==> src/rtl/apb3_completer_fifo_pkg.sv <==
`default_nettype none
// ============================================================================
// apb3_completer_fifo_pkg : register offsets, bit positions and state types
// Revision : 1.0
// ============================================================================
package apb3_completer_fifo_pkg;

    localparam int unsigned DataOffset   = 32'h0;
    localparam int unsigned StatusOffset = 32'h4;
    localparam int unsigned CtrlOffset   = 32'h8;

    localparam int unsigned StatusCountLsb    = 0;
    localparam int unsigned StatusEmptyBit    = 16;
    localparam int unsigned StatusFullBit     = 17;
    localparam int unsigned StatusOverflowBit = 24;

    localparam int unsigned CtrlFlushBit  = 0;
    localparam int unsigned CtrlClrOvfBit = 1;

    typedef enum logic [1:0] {
        StIdle = 2'd0,
        StWait = 2'd1,
        StResp = 2'd2
    } fifo_state_e;

    typedef enum logic [1:0] {
        AccData   = 2'd0,
        AccStatus = 2'd1,
        AccCtrl   = 2'd2,
        AccNone   = 2'd3
    } acc_kind_e;

    function automatic logic [31:0] status_word(input logic [15:0] count,
                                                input logic        empty,
                                                input logic        full,
                                                input logic        ovf);
        logic [31:0] w;
        w = '0;
        w[StatusCountLsb +: 16]  = count;
        w[StatusEmptyBit]        = empty;
        w[StatusFullBit]         = full;
        w[StatusOverflowBit]     = ovf;
        return w;
    endfunction

endpackage
`default_nettype wire

==> src/rtl/apb3_completer_fifo_sync_fifo.sv <==
`default_nettype none
// ============================================================================
// sync_fifo_showahead : single-clock show-ahead FIFO with flush
// Revision : 1.0
// ============================================================================
module sync_fifo_showahead #(
    parameter  int unsigned Depth = 8,
    parameter  int unsigned Width = 32,
    localparam int unsigned PtrW  = $clog2(Depth),
    localparam int unsigned CntW  = PtrW + 1
) (
    input  logic             clk,
    input  logic             rst_n,
    input  logic             push_i,
    input  logic [Width-1:0] data_i,
    input  logic             pop_i,
    input  logic             flush_i,
    output logic [Width-1:0] data_o,
    output logic [CntW-1:0]  count_o,
    output logic             full_o,
    output logic             empty_o
);

    logic [Width-1:0] mem_q [Depth];
    logic [PtrW-1:0]  wr_ptr_q;
    logic [PtrW-1:0]  rd_ptr_q;
    logic [CntW-1:0]  count_q;
    logic             w_push;
    logic             w_pop;

    assign w_push  = push_i & ~full_o;
    assign w_pop   = pop_i & ~empty_o;
    assign full_o  = (count_q == CntW'(Depth));
    assign empty_o = (count_q == '0);
    assign count_o = count_q;
    assign data_o  = mem_q[rd_ptr_q];

    always_ff @(posedge clk or negedge rst_n) begin
        if (!rst_n) begin
            for (int i = 0; i < int'(Depth); i++) begin
                mem_q[i] <= '0;
            end
            wr_ptr_q <= '0;
            rd_ptr_q <= '0;
            count_q  <= '0;
        end else begin
            if (w_push) begin
                mem_q[wr_ptr_q] <= data_i;
            end
            // Flush dominates any pop presented on the same edge
            if (flush_i) begin
                wr_ptr_q <= '0;
                rd_ptr_q <= '0;
                count_q  <= '0;
            end else begin
                if (w_push) wr_ptr_q <= wr_ptr_q + 1'b1;
                if (w_pop)  rd_ptr_q <= rd_ptr_q + 1'b1;
                count_q <= count_q + CntW'(w_push) - CntW'(w_pop);
            end
        end
    end

endmodule
`default_nettype wire

==> src/rtl/apb3_completer_fifo.sv <==
`default_nettype none
// ============================================================================
// apb3_completer_fifo : APB3 completer pushing DATA writes into a stream FIFO
// Optional macro APB3_COMPLETER_FIFO_PSLVERR_EN enables pslverr responses.
// Revision : 1.0
// ============================================================================
module apb3_completer_fifo
    import apb3_completer_fifo_pkg::*;
#(
    parameter int unsigned AddressWidth  = 20,
    parameter int unsigned DataWidth     = 32,
    parameter int unsigned Depth         = 8,
    parameter int unsigned MaxWaitCycles = 15
) (
    input  logic                    clk,
    input  logic                    rst_n,
    input  logic [AddressWidth-1:0] paddr,
    input  logic                    pwrite,
    input  logic                    psel,
    input  logic                    penable,
    input  logic [DataWidth-1:0]    pwdata,
    output logic [DataWidth-1:0]    prdata,
    output logic                    pready,
    output logic                    pslverr,
    output logic                    out_valid,
    input  logic                    out_ready,
    output logic [DataWidth-1:0]    out_data
);

    localparam int unsigned CntW  = $clog2(Depth) + 1;
    localparam int unsigned WaitW = (MaxWaitCycles > 1) ? $clog2(MaxWaitCycles + 1) : 1;

    fifo_state_e          state_q, state_d;
    acc_kind_e            kind_q, kind_d;
    acc_kind_e            w_kind;
    logic                 write_q, write_d;
    logic                 timeout_q, timeout_d;
    logic [WaitW-1:0]     wait_cnt_q, wait_cnt_d;
    logic                 pready_q, pready_d;
    logic [DataWidth-1:0] prdata_q, prdata_d;
    logic                 overflow_q, overflow_d;

    logic [CntW-1:0]      w_count;
    logic                 w_full;
    logic                 w_empty;
    logic                 w_resp_edge;
    logic                 w_push;
    logic                 w_flush;
    logic                 w_ctrl_wr;

    always_comb begin
        w_kind = AccNone;
        if (paddr == AddressWidth'(DataOffset))        w_kind = AccData;
        else if (paddr == AddressWidth'(StatusOffset)) w_kind = AccStatus;
        else if (paddr == AddressWidth'(CtrlOffset))   w_kind = AccCtrl;
    end

    // Side effects are tied to the completing edge of the transfer
    assign w_resp_edge = psel & penable & pready_q;
    assign w_ctrl_wr   = w_resp_edge & (kind_q == AccCtrl) & write_q;
    assign w_push      = w_resp_edge & (kind_q == AccData) & write_q & ~timeout_q;
    assign w_flush     = w_ctrl_wr & pwdata[CtrlFlushBit];

    always_comb begin
        overflow_d = overflow_q;
        if (w_resp_edge && timeout_q)             overflow_d = 1'b1;
        else if (w_ctrl_wr && pwdata[CtrlClrOvfBit]) overflow_d = 1'b0;
    end

    always_comb begin
        state_d    = state_q;
        kind_d     = kind_q;
        write_d    = write_q;
        timeout_d  = timeout_q;
        wait_cnt_d = wait_cnt_q;
        pready_d   = 1'b0;
        prdata_d   = '0;
        case (state_q)
            StIdle: begin
                if (psel && !penable) begin
                    kind_d     = w_kind;
                    write_d    = pwrite;
                    timeout_d  = 1'b0;
                    wait_cnt_d = '0;
                    if (w_kind == AccData && pwrite && w_full) begin
                        state_d = StWait;
                    end else begin
                        state_d  = StResp;
                        pready_d = 1'b1;
                        if (!pwrite && w_kind == AccStatus) begin
                            prdata_d = DataWidth'(status_word(16'(w_count), w_empty,
                                                              w_full, overflow_q));
                        end
                    end
                end
            end
            StWait: begin
                if (!w_full) begin
                    state_d  = StResp;
                    pready_d = 1'b1;
                end else if (wait_cnt_q == WaitW'(MaxWaitCycles - 1)) begin
                    state_d   = StResp;
                    pready_d  = 1'b1;
                    timeout_d = 1'b1;
                end else begin
                    wait_cnt_d = wait_cnt_q + 1'b1;
                end
            end
            default: state_d = StIdle;
        endcase
    end

    always_ff @(posedge clk or negedge rst_n) begin
        if (!rst_n) begin
            state_q    <= StIdle;
            kind_q     <= AccNone;
            write_q    <= 1'b0;
            timeout_q  <= 1'b0;
            wait_cnt_q <= '0;
            pready_q   <= 1'b0;
            prdata_q   <= '0;
            overflow_q <= 1'b0;
        end else begin
            state_q    <= state_d;
            kind_q     <= kind_d;
            write_q    <= write_d;
            timeout_q  <= timeout_d;
            wait_cnt_q <= wait_cnt_d;
            pready_q   <= pready_d;
            prdata_q   <= prdata_d;
            overflow_q <= overflow_d;
        end
    end

`ifdef APB3_COMPLETER_FIFO_PSLVERR_EN
    logic pslverr_q;
    always_ff @(posedge clk or negedge rst_n) begin
        if (!rst_n) pslverr_q <= 1'b0;
        else        pslverr_q <= pready_d & (timeout_d | (kind_d == AccNone));
    end
    assign pslverr = pslverr_q;
`else
    assign pslverr = 1'b0;
`endif

    assign pready    = pready_q;
    assign prdata    = prdata_q;
    assign out_valid = ~w_empty;

    sync_fifo_showahead #(
        .Depth (Depth),
        .Width (DataWidth)
    ) u_fifo (
        .clk     (clk),
        .rst_n   (rst_n),
        .push_i  (w_push),
        .data_i  (pwdata),
        .pop_i   (out_ready),
        .flush_i (w_flush),
        .data_o  (out_data),
        .count_o (w_count),
        .full_o  (w_full),
        .empty_o (w_empty)
    );

endmodule
`default_nettype wire

==> config.mk <==
export PLATFORM = sky130hd
export DESIGN_NAME = apb3_completer_fifo
export DESIGN_NICKNAME = d
export VERILOG_FILES = /design/src/rtl/apb3_completer_fifo_pkg.sv /design/src/rtl/apb3_completer_fifo_sync_fifo.sv /design/src/rtl/apb3_completer_fifo.sv
export SDC_FILE = /design/constraint.sdc
export NUM_CORES = 1
export LEC_CHECK = 0
export ABC_AREA = 1
export BUFFER_PORTS_ARGS = -buffer_cell sky130_fd_sc_hd__buf_2
export CORE_MARGIN = 2
export CORE_UTILIZATION = 30
export CTS_CLUSTER_SIZE = 8
export DETAILED_ROUTE_END_ITERATION = 16
export HOLD_SLACK_MARGIN = 0.05
export PLACE_DENSITY = 0.5
export SLEW_MARGIN = 20
export SYNTH_ARGS = -nofsm -noshare
export SYNTH_HDL_FRONTEND = slang
export SYNTH_SLANG_ARGS = --single-unit
==> constraint.sdc <==
create_clock -name clk -period 2.1 [get_ports clk]
set_input_delay 0.105 -clock clk [delete_from_list [all_inputs] [get_ports clk]]
set_output_delay 0.105 -clock clk [all_outputs]
set_load 0.03 [all_outputs]
==> results_dict.tcl, run 1 <==
set metrics [dict create \
    status "finished with violations" \
    violations "setup timing" \
    finalMaxSlewViolations 0 \
    cts_buffers 41 \
    max_freq_mhz 440 \
    synthAdderAreaFrac 0.0101 \
    yosys_warnings 0 \
    wl_met2_um 22600 \
    seq_power_share 0.267 \
    synth-seq-cells 285 \
    drive_gt1_frac 0.170 \
    cts_tree "done" \
    placed_cell_area_um2 15400 \
    fin_crit_ns 2.27 \
    synth_top_family_by_area "simple AND/OR/NAND/NOR gates" \
    hold_depth 6 \
    grt_pass1_vias 12600 \
    finalInstanceArea_um2 18200 \
    initial_core_util 0.303 \
    m1WireLength_um 23600 \
    die_y_um 223 \
    final_common_cell "nand2_1" \
    finalHoldViolCount 0 \
    pwr-share-clk 0.262 \
    area_delta_synth_final_pct 26.6 \
    hold_path_class "primary input to flip-flop" \
    ant_nets 0 \
    clk_pin_slew_ns 0.06 \
    synth_top_area_cell "dfrtp_1" \
    wl_per_cell_um 19.2 \
    multi_input_area_um2 6630 \
    critical_path_class "flip-flop to output port" \
    clk_latency_ns 0.53 \
    fin_crit_sh 1.08 \
    coreArea_um2 47500 \
    ys_types 25 \
    reg2reg_depth 11 \
    synth_top_area_share 0.492 \
    die_area_um2 49700 \
    ys_seq_area_frac 0.496 \
    antenna_found_initial 1 \
    synthMuxAreaShare 0 \
    vdd_drop_max_uv 811 \
    nNetsFinal 2075 \
    ys_top_cells_by_area "dfrtp_1 (49%), nand2_1 (17%), nand3_1 (9.6%)" \
    cp_max_fo 6 \
    arrival_ns 2.17 \
    drtIter0Drc 1447 \
    vias 13300 \
    route.met3.wl_um 3630 \
    cp.required_ns 2.00 \
    crit_slowest_cell "dfrtp_4" \
    synth_compound_area_frac 0.0730 \
    die_w_um 223 \
    cts.sinks 285 \
    fillers 4907 \
    syn_area_um2 14400 \
    final.setup_skew_ns 0.0177 \
    regArea_um2 7140 \
    cts-root-buf "clkbuf_16" \
    layoutNonFillerInstCount 2628 \
    avgSynthCellArea_um2 7.60 \
    synth-simple-area-share 0.335 \
    ios 125 \
    grt.overflow.total 0 \
    grt_max_degree 79 \
    top_layer_used "met4" \
    drv_cap 0 \
    grt_usage 0.197 \
    leakage_uw 0.00934 \
    yosys.area_share.xor_xnor 0.00122 \
    grt_pass1_wl_um 76300 \
    switching_power_uw 9110 \
    hpwl_um 27600 \
    via_per_inst 5.05 \
    p_per_area_nw_per_um2 1230 \
    slew_headroom 0.585 \
    path_cells "buf_12 > buf_16 > buf_16 > nor2_4 > nor2_1 > o21ai_1 > o21ai_1 > nand2_1 > nand2_2 > buf_6" \
    io_buffer_count 98 \
    cp-end-kind "output port" \
    syn_inst 1894 \
    finalSetupViolCount 32 \
    p_int_uw 13300 \
    drt_wl_total_um 50400 \
    rsz0062_at_grt "true" \
    p_sw_frac 0.407 \
    pwr-share-comb 0.471 \
    max_slew.worst_pin.slew_ns 0.622 \
    power_uw 22400 \
    cp_slowest_stage_delay_ns 0.51 \
    place_ws_ns 0.0497 \
    htreeDepth 2 \
    cp-start-kind "flip-flop" \
    drtPass1Iterations 5 \
    route.detailed.drc 0 \
    layout_setup_ws_ns -0.175 \
    dp.cells 2501 \
    core.rowCount 80 \
    cts_buffer_depth 3 \
    gp_congestion 0.779 \
    final_cell_mix "nand2_1 (620), dfrtp_1 (280), nand3_1 (275), nor2_1 (186), o21ai_1 (115)" \
]
==> what timing repair did <==
item                                    4_1_cts  5_1_grt
pin swaps                                    37       39
resized for setup                           197      100
endpoints found under the setup margin       32      194
gates cloned                                 10        8
hold buffers                                 46        0
hold endpoints to repair                    431        0
buffers inserted                             13        2
==> synthesized netlist by cell type <==
| library cell | count |
|---|---|
| dfstp_2 | 2 |
| buf_4 | 42 |
| dfrtp_1 | 283 |
| xor2_1 | 1 |
| ha_1 | 10 |
| buf_6 | 22 |
| o21ai_0 | 157 |
| inv_2 | 3 |
| nand3_1 | 277 |
| nor2_2 | 6 |
| buf_1 | 12 |
| a21oi_1 | 7 |
| xnor2_1 | 1 |
| o21ai_1 | 46 |
| nor2_1 | 231 |
| fa_1 | 1 |
| inv_1 | 26 |
| nand4_1 | 1 |
| clkbuf_1 | 35 |
| conb_1 | 1 |
| nor3_1 | 1 |
| nand2_1 | 648 |
| nand2_4 | 7 |
| nand3_2 | 1 |
| buf_2 | 73 |
==> kinds of logic after synthesis <==
family / count (synthesis)
compound gates: 210
flops: 285
buf+inv: 213
fa+ha+maj: 11
simple gates: 1172
other cells: 1
xor+xnor: 2
==> registers in the layout, summed over array words and instances, names as in the netlist <==
signal and count:
u_fifo.count_o 4, u_fifo.rd_ptr_q 3, wait_cnt_q 4, prdata 7, kind_q 2, pready 1
u_fifo.mem_q 256, u_fifo.wr_ptr_q 3, overflow_q 1, write_q 1, timeout_q 1, state_q 2
==> per-stage QoR <==
step | utilization | TNS (ns) | hold slack [ns]
after floorplan | - | 0 | -0.191
after global placement | 0.323 | 0 | 0.103
after detailed placement | 0.323 | 0 | 0.109
after CTS | 0.373 | -3.39 | 0.0720
after global routing | 0.383 | -4.58 | 0.157
final | 0.383 | -2.25 | 0.0845
==> power groups by stage <==
stage	Sequential (uW)	Clock, uW	Combinational (uW)
floorplan	5940	0	4810
global placement	6070	0	7700
detailed placement	6080	0	7700
CTS	5960	6000	9990
global route	6000	6210	11300
finish	5970	5870	10600
==> layer usage <==
metal  up-vias  global-route usage
met2       486               0.304
li1       6236                   -
met4         0              0.0338
met3        57              0.0324
met1      6485               0.292
met5         -                   0
==> path summary, 6_finish.rpt <==
check                              startpoint  slack, ns           endpoint
max                        u_fifo.rd_ptr_q[0]      -0.17       out_data[18]
min                                      psel       0.08         overflow_q
max reg2reg                 u_fifo.count_o[2]       0.08  u_fifo.count_o[1]
min reg2reg                  u_fifo.mem_q[32]       0.46   u_fifo.mem_q[32]
max in group asynchronous               rst_n       1.15   u_fifo.mem_q[27]
min in group asynchronous               rst_n       0.11  u_fifo.mem_q[238]
==> critical path, delay by kind of cell, from the launching register on <==
kind | cells | cell delay [ns]
flip-flops | 1 | 0.51
buffers and inverters | 4 | 0.63
AO/OA/AOI/OAI | 2 | 0.20
AND/OR/NAND/NOR | 4 | 0.28
==> layout make-up <==
cell class                      instances  area share
Multi-Input combinational cell       1422       0.364
Clock inverter                          1    0.000275
Inverter                               29     0.00783
Clock buffer                           48      0.0578
Tap cell                              615      0.0423
Timing Repair Buffer                  227       0.135
Antenna cell                            1    0.000137
Sequential cell                       285       0.392
No activity file was read; power rests on OpenSTA's default activity.
==> inputs of run 2 (changes only) <==
Settings changed: ABC_CLOCK_PERIOD_IN_PS from default to 2100, CORE_UTILIZATION 30 to 33, PLACE_DENSITY 0.5 to 0.54.
==> results_dict.tcl, run 2 (synthesis gave the netlist of run 1 again) <==
set metrics [dict create \
    cts.sinks 285 \
    ant_nets 0 \
    final.setup_skew_ns 0.0236 \
    violations "setup timing" \
    vias 13200 \
    cp.required_ns 2.00 \
    route.detailed.drc 0 \
    cp-end-kind "output port" \
    drive_gt1_frac 0.165 \
    path_buf_inv 3 \
    die_y_um 213 \
    leakage_uw 0.00928 \
    drt_wl_total_um 47100 \
    top_register "u_fifo.mem_q" \
    pwr-share-clk 0.275 \
    max_slew.worst_pin.slew_ns 0.542 \
    cp_top_family "flip-flops" \
    critical_path_class "flip-flop to output port" \
    grt_pass1_wl_um 72700 \
    fin_crit_sh 1.05 \
    gp_congestion 0.797 \
    cts_buffer_depth 3 \
    power_uw 22000 \
    finalSetupViolCount 32 \
    via_per_inst 5.08 \
    grt_pass1_vias 12400 \
    core.rowCount 76 \
    clk_latency_ns 0.54 \
    clk_pin_slew_ns 0.05 \
    cp_slowest_stage_delay_ns 0.59 \
    max_freq_mhz 452 \
    nNetsFinal 2063 \
    diodes 0 \
    antenna_found_initial 1 \
    die_w_um 213 \
    cp_max_fo 7 \
    p_sw_frac 0.403 \
    dp.cells 2469 \
    finalHoldViolCount 0 \
    ios 125 \
    path_cells "buf_6 > clkbuf_16 > nor2_1 > nor2_1 > o21ai_0 > o21ai_1 > nand2_1 > nand2_2 > buf_6" \
    p_per_area_nw_per_um2 1220 \
    hold_path_class "primary input to async pin" \
    drtPass1Iterations 5 \
    grt_usage 0.207 \
    final_cell_mix "nand2_1 (623), dfrtp_1 (280), nand3_1 (276), nor2_1 (194), o21ai_1 (117)" \
    initial_core_util 0.334 \
    coreArea_um2 43100 \
    seq_power_share 0.273 \
    htreeDepth 2 \
    finalMaxSlewViolations 0 \
    p_int_uw 13100 \
    drtIter0Drc 1267 \
    fin_crit_ns 2.21 \
    rsz0062_at_grt "true" \
    setup_tns_ns -2.19 \
    wl_per_cell_um 18.2 \
    grt.overflow.total 0 \
    pwr-share-comb 0.452 \
    area_delta_synth_final_pct 25.1 \
    layoutNonFillerInstCount 2589 \
    status "finished with violations" \
    slew_headroom 0.639 \
    die_area_um2 45300 \
    cts-root-buf "clkbuf_16" \
    largest_register_ffs 256 \
    cts_tree "done" \
    final_common_cell "nand2_1" \
    io_buffer_count 98 \
    arrival_ns 2.11 \
    switching_power_uw 8870 \
    layout_setup_ws_ns -0.113 \
    crit_slowest_cell "dfrtp_4" \
    cp-start-kind "flip-flop" \
    cts_buffers 41 \
    vdd_drop_max_uv 764 \
    drv_cap 0 \
    hpwl_um 26100 \
    grt_max_degree 62 \
]
==> run 2: routing by layer <==
layer	GRT usage	wire, um
met1	0.300	21300
met2	0.322	21700
met3	0.0324	3180
met4	0.0516	856
met5	0	13
==> run 2: what timing repair did <==
action	CTS	global route
endpoints found under the hold margin	523	0
endpoints found under the setup margin	32	249
gates cloned	8	4
setup buffers	4	7
pin swaps	27	40
resized for setup	186	100
hold buffers	44	0
==> run 2: per-stage QoR <==
stage	worst slack, ns	utilization	hold WS [ns]	cell area, um^2
after global routing	-0.185	0.418	0.152	18000
final	-0.113	0.418	0.102	18000
after global placement	0.0564	0.355	0.0961	15300
after floorplan	0.00394	-	-0.191	14500
after detailed placement	0.0328	0.355	0.103	15300
after CTS	-0.119	0.408	0.0881	17600
==> run 2: final cells by class <==
class                   count  area (um^2)
well taps                 585          732
repair buffers            216         2230
clock buffers              52         1120
multi-input cells        1421         6640
inverters                  29          129
clock inverters             1         8.76
fillers                  4326        25100
flip-flops and latches    285         7140
==> run 2: worst paths after layout <==
path | startpoint | end | slack, ns | cells past startpoint
setup / recovery | u_fifo.rd_ptr_q[0] | out_data[19] | -0.11 | 9
hold / removal | rst_n | u_fifo.mem_q[143] | 0.10 | 2
setup reg to reg | u_fifo.count_o[2] | u_fifo.count_o[1] | 0.07 | 11
hold reg to reg | u_fifo.mem_q[188] | u_fifo.mem_q[188] | 0.46 | 2
max in group asynchronous | rst_n | kind_q[0] | 1.13 | 3
min in group clk | psel | overflow_q | 0.10 | 6
==> run 2: power groups by stage <==
stage | clock network [uW] | registers [uW] | logic (uW)
2_1_floorplan | 0 | 5940 | 4810
3_3_place_gp | 0 | 6070 | 7480
3_5_place_dp | 0 | 6080 | 7460
4_1_cts | 6180 | 5990 | 9320
5_1_grt | 6420 | 6030 | 10700
6_report | 6060 | 6010 | 9950
